<file path="config.mk">
export PLATFORM = sky130hd
export DESIGN_NAME = mem_arb
export DESIGN_NICKNAME = d
export VERILOG_FILES = /design/src/rtl/mem_arb.sv
export SDC_FILE = /design/constraint.sdc
export NUM_CORES = 1
export LEC_CHECK = 0
export ABC_AREA = 1
export BUFFER_PORTS_ARGS = -buffer_cell sky130_fd_sc_hd__buf_2
export CORE_MARGIN = 5
export CORE_UTILIZATION = 47
export CTS_CLUSTER_DIAMETER = 60
export DETAILED_ROUTE_END_ITERATION = 8
export GPL_TIMING_DRIVEN = 0
export PLACE_DENSITY = 0.85
export RECOVER_POWER = 50
export SYNTH_ARGS = -nofsm -noshare
export SYNTH_HDL_FRONTEND = slang
export SYNTH_SLANG_ARGS = --single-unit
export TNS_END_PERCENT = 20
</file>
<file path="constraint.sdc">
create_clock -name clk -period 2.7 [get_ports clk]
set_input_delay 0.27 -clock clk [delete_from_list [all_inputs] [get_ports clk]]
set_output_delay 0.27 -clock clk [all_outputs]
set_load 0.02 [all_outputs]
</file>
<file path="src/rtl/mem_arb.sv">
// Arbiter sharing one single-port memory between an instruction-fetch port and a data port.
// Data accesses win by default; a streak counter bounds how long fetch can be starved.
module mem_arb #(
   parameter int unsigned STARVE_LIMIT = 4
) (
   input  logic        clk,
   input  logic        rst,
   input  logic        if_req,
   input  logic [12:0] if_addr,
   output logic        if_gnt,
   output logic [15:0] if_rdata,
   output logic        if_valid,
   input  logic        dm_req,
   input  logic        dm_wr,
   input  logic [12:0] dm_addr,
   input  logic [15:0] dm_wdata,
   output logic        dm_gnt,
   output logic [15:0] dm_rdata,
   output logic        dm_valid,
   output logic        mem_en,
   output logic        mem_wr,
   output logic [12:0] mem_addr,
   output logic [15:0] mem_wdata,
   input  logic [15:0] mem_rdata
);

   localparam logic [3:0] LIMIT = 4'(STARVE_LIMIT);

   logic [3:0]  streak_q, streak_d;
   logic        if_valid_q, if_valid_d;
   logic [15:0] if_rdata_q, if_rdata_d;
   logic        dm_valid_q, dm_valid_d;
   logic [15:0] dm_rdata_q, dm_rdata_d;
   logic        fetch_turn;
   logic        if_gnt_w, dm_gnt_w;

   // Grant decision: fetch only beats a competing data request once the streak hits the limit.
   always_comb begin
      fetch_turn = (streak_q == LIMIT);
      if_gnt_w   = 1'b0;
      dm_gnt_w   = 1'b0;
      if (!rst) begin
         if (if_req && (!dm_req || fetch_turn)) begin
            if_gnt_w = 1'b1;
         end else if (dm_req) begin
            dm_gnt_w = 1'b1;
         end
      end
   end

   always_comb begin
      mem_en    = if_gnt_w | dm_gnt_w;
      mem_wr    = dm_gnt_w & dm_wr;
      mem_addr  = 13'h0000;
      mem_wdata = 16'h0000;
      if (if_gnt_w) begin
         mem_addr = if_addr;
      end else if (dm_gnt_w) begin
         mem_addr = dm_addr;
         if (dm_wr) begin
            mem_wdata = dm_wdata;
         end
      end
   end

   always_comb begin
      streak_d = streak_q;
      if (if_gnt_w || !if_req) begin
         streak_d = 4'd0;
      end else if (dm_gnt_w && (streak_q < LIMIT)) begin
         streak_d = streak_q + 4'd1;
      end
      if_valid_d = if_gnt_w;
      if_rdata_d = if_gnt_w ? mem_rdata : if_rdata_q;
      dm_valid_d = dm_gnt_w & ~dm_wr;
      dm_rdata_d = (dm_gnt_w && !dm_wr) ? mem_rdata : dm_rdata_q;
   end

   always_ff @(posedge clk) begin
      if (rst) begin
         streak_q   <= 4'd0;
         if_valid_q <= 1'b0;
         if_rdata_q <= 16'h0000;
         dm_valid_q <= 1'b0;
         dm_rdata_q <= 16'h0000;
      end else begin
         streak_q   <= streak_d;
         if_valid_q <= if_valid_d;
         if_rdata_q <= if_rdata_d;
         dm_valid_q <= dm_valid_d;
         dm_rdata_q <= dm_rdata_d;
      end
   end

   // A read granted just before reset is raised must not surface while reset is held.
   assign if_gnt   = if_gnt_w;
   assign dm_gnt   = dm_gnt_w;
   assign if_valid = if_valid_q & ~rst;
   assign if_rdata = rst ? 16'h0000 : if_rdata_q;
   assign dm_valid = dm_valid_q & ~rst;
   assign dm_rdata = rst ? 16'h0000 : dm_rdata_q;

endmodule

</file>
==> results.json <==
{
  "dp_hpwl_um": 5160,
  "grt_pass1_wl_um": 10200,
  "clkSinkCount": 38,
  "rsz0062_at_grt": "false",
  "setup_tns_ps": 0,
  "gr-usage-all-layers_pct": 20.3,
  "ios": 130,
  "grt_overflow": 0,
  "ff2ff_setup_slack_ps": 930,
  "synth.avg_cell_area_um2": 6.00,
  "grt_max_degree": 13,
  "maxCapViolations": 0,
  "critPathMaxFanout": 10,
  "layout.nets": 558,
  "drtIter0Drc": 146,
  "die_area_um2": 6030,
  "setup_viol_count_final": 0,
  "synthArstFlopShare_pct": 0,
  "drc": 0,
  "arrival_ps": 1950,
  "cts_tree": "yes",
  "yosysWarningCount": 0,
  "post_drt_wl_per_cell_um": 11.8,
  "htreeDepth": 2,
  "clk_pin_slew_worst_paths_ps": 80,
  "pre_cts_slack_ps": 915,
  "die_h_um": 77.7,
  "period_share_pct": 82.1,
  "antenna_cells": 0,
  "worstSetupPathType": "reg2out",
  "yosys-top-cells-count": "nand2_1, inv_1, nor2_1, dfxtp_1, o21ai_0",
  "synth_adder_area_share_pct": 1.16,
  "globalplace.congestion": 0.821,
  "cts_resized": 0,
  "cts_root_buf": "clkbuf_8",
  "yosys-top-cells-area": "dfxtp_1, nand2_1, inv_1, nor2_1, nand4_1",
  "core_region_area_um2": 4410,
  "p_leak_uw": 0.00164,
  "power_density_nw_per_um2": 443,
  "grt_pass1_vias": 2268,
  "worst_skew_pair.late_latency_ps": 280,
  "hp-class": "in2reg",
  "synth_flop_cell": "dfxtp_1",
  "yosysTopAreaCell": "dfxtp_1",
  "fin_skew_ps": 4.64,
  "synth_most_common_cell": "nand2_1",
  "firstDrtPassIters": 4,
  "cts_hold_buf": 0,
  "syn_inst": 359,
  "required_ps": 2430,
  "synth_xor_area_share_pct": 0,
  "ys_types": 21,
  "netlist_area_um2": 2150,
  "yosysTopAreaCellShare_pct": 35.3,
  "drive_gt1_share_pct": 25.1,
  "status": "finished, final reports clean",
  "yosys.area_share.simple_pct": 40.3,
  "cp-end-kind": "output port",
  "synthToLayoutAreaGrowth_pct": 33.9,
  "io_buffers": 127,
  "viasPerCell": 4.56,
  "synth_edf_count": 0,
  "yosys_register_bits": 38,
  "hold_slack_ps": 253,
  "wl_um": 6450,
  "tightest_slew_ps": 525,
  "synth_compound_area_share_pct": 4.65,
  "max_freq_ghz": 0.451,
  "cts_max_path_buffers": 2,
  "ir_drop_uv": 188,
  "antenna_found_initial": 0,
  "row_count": 24,
  "yosysSeqAreaShare_pct": 35.3,
  "worst_slack_ps": 484,
  "synth_top_family_by_area": "simple AND/OR/NAND/NOR gates",
  "cts_buffers": 5,
  "initial_core_util_pct": 48.8,
  "cts_setup_buffers": 0,
  "via_count": 2488,
  "startpoint_type": "flip-flop",
  "synth.area.mux_share_pct": 0,
  "maxSlewHeadroom_pct": 65.0,
  "ant_nets": 0,
  "finalCriticalPeriod_ps": 2220,
  "slew_violations": 0,
  "hold_viol_final": 0,
  "die_w_um": 77.7,
  "syn-num-nets": 424
}
## final timing paths
| kind | from | endpoint | cells past startpoint |
|---|---|---|---|
| max | streak_q[0]$_SDFFE_PP0P_ | mem_en | 8 |
| min reg2reg | dm_rdata_q[13]$_SDFFE_PP0P_ | dm_rdata_q[13]$_SDFFE_PP0P_ | 4 |
| min | mem_rdata[15] | if_rdata_q[15]$_SDFFE_PP0P_ | 3 |
| max reg2reg | streak_q[0]$_SDFFE_PP0P_ | dm_rdata_q[14]$_SDFFE_PP0P_ | 8 |
## layout make-up
type | count | area, um2
Timing Repair Buffer | 127 | 596
Clock buffer | 6 | 82.6
Tap cell | 52 | 65.1
Fill cell | 439 | 1530
Inverter | 79 | 299
Sequential cell | 38 | 761
Clock inverter | 2 | 12.5
Multi-Input combinational cell | 225 | 981
Buffer | 17 | 87.6
## power by group
part           leakage [uW]  switching, uW  internal, uW
sequential         0.000311           6.89           587
clock             0.0000472            197           205
combinational       0.00128            180          99.8
total               0.00164            385           892
## flip-flops by register name, indices dropped and copies added (netlist names)
name	count
dm_rdata_q	16
dm_valid_q	1
if_rdata_q	16
if_valid_q	1
streak_q	4
## logic make-up (layout without fill, tap and decap cells)
kind of cell               Yosys count  in the layout
DFF                                 38             38
and+or+nand+nor                    203            203
buffers and inverters               96            231
AOI/OAI and AO/OA                   20             20
adders and majority gates            2              2
## worst max-delay path, stage by stage, from the launching register on
cell and delay (ps):
dfxtp_1 350, inv_1 70, ha_1 240, nand3_1 90
nand2_1 90, nand2_4 120, clkbuf_1 430, nand2_1 90
buf_2 180
## metrics by stage
stage	std cells	power [uW]	utilization (%)	instance area [um2]
after CTS	546	1290	66.8	2950
after floorplan	359	784	-	2150
after global placement	538	888	64.7	2850
final	546	1280	65.3	2880
after global routing	546	1340	65.3	2880
after detailed placement	538	893	64.7	2850
## cell usage in the layout, fill, tap and decap left out, drive strengths merged
cell type / synthesis / final
a21oi: 2 / 2
buf: 16 / 106
clkbuf: 1 / 44
clkinv: 0 / 1
clkinvlp: 0 / 1
dfxtp: 38 / 38
ha: 2 / 2
inv: 79 / 79
nand2: 110 / 110
nand3: 3 / 3
nand4: 17 / 17
nor2: 72 / 72
nor3: 1 / 1
o21ai: 18 / 18
## routing by layer
layer | up-vias | GRT usage, % | wire [um]
met5 | - | 0 | 0
met4 | 0 | 6.19 | 90
met3 | 9 | 5.09 | 596
met2 | 104 | 37.7 | 3240
met1 | 1063 | 22.5 | 2520
li1 | 1312 | - | -
(Power assumes the default switching activity.)
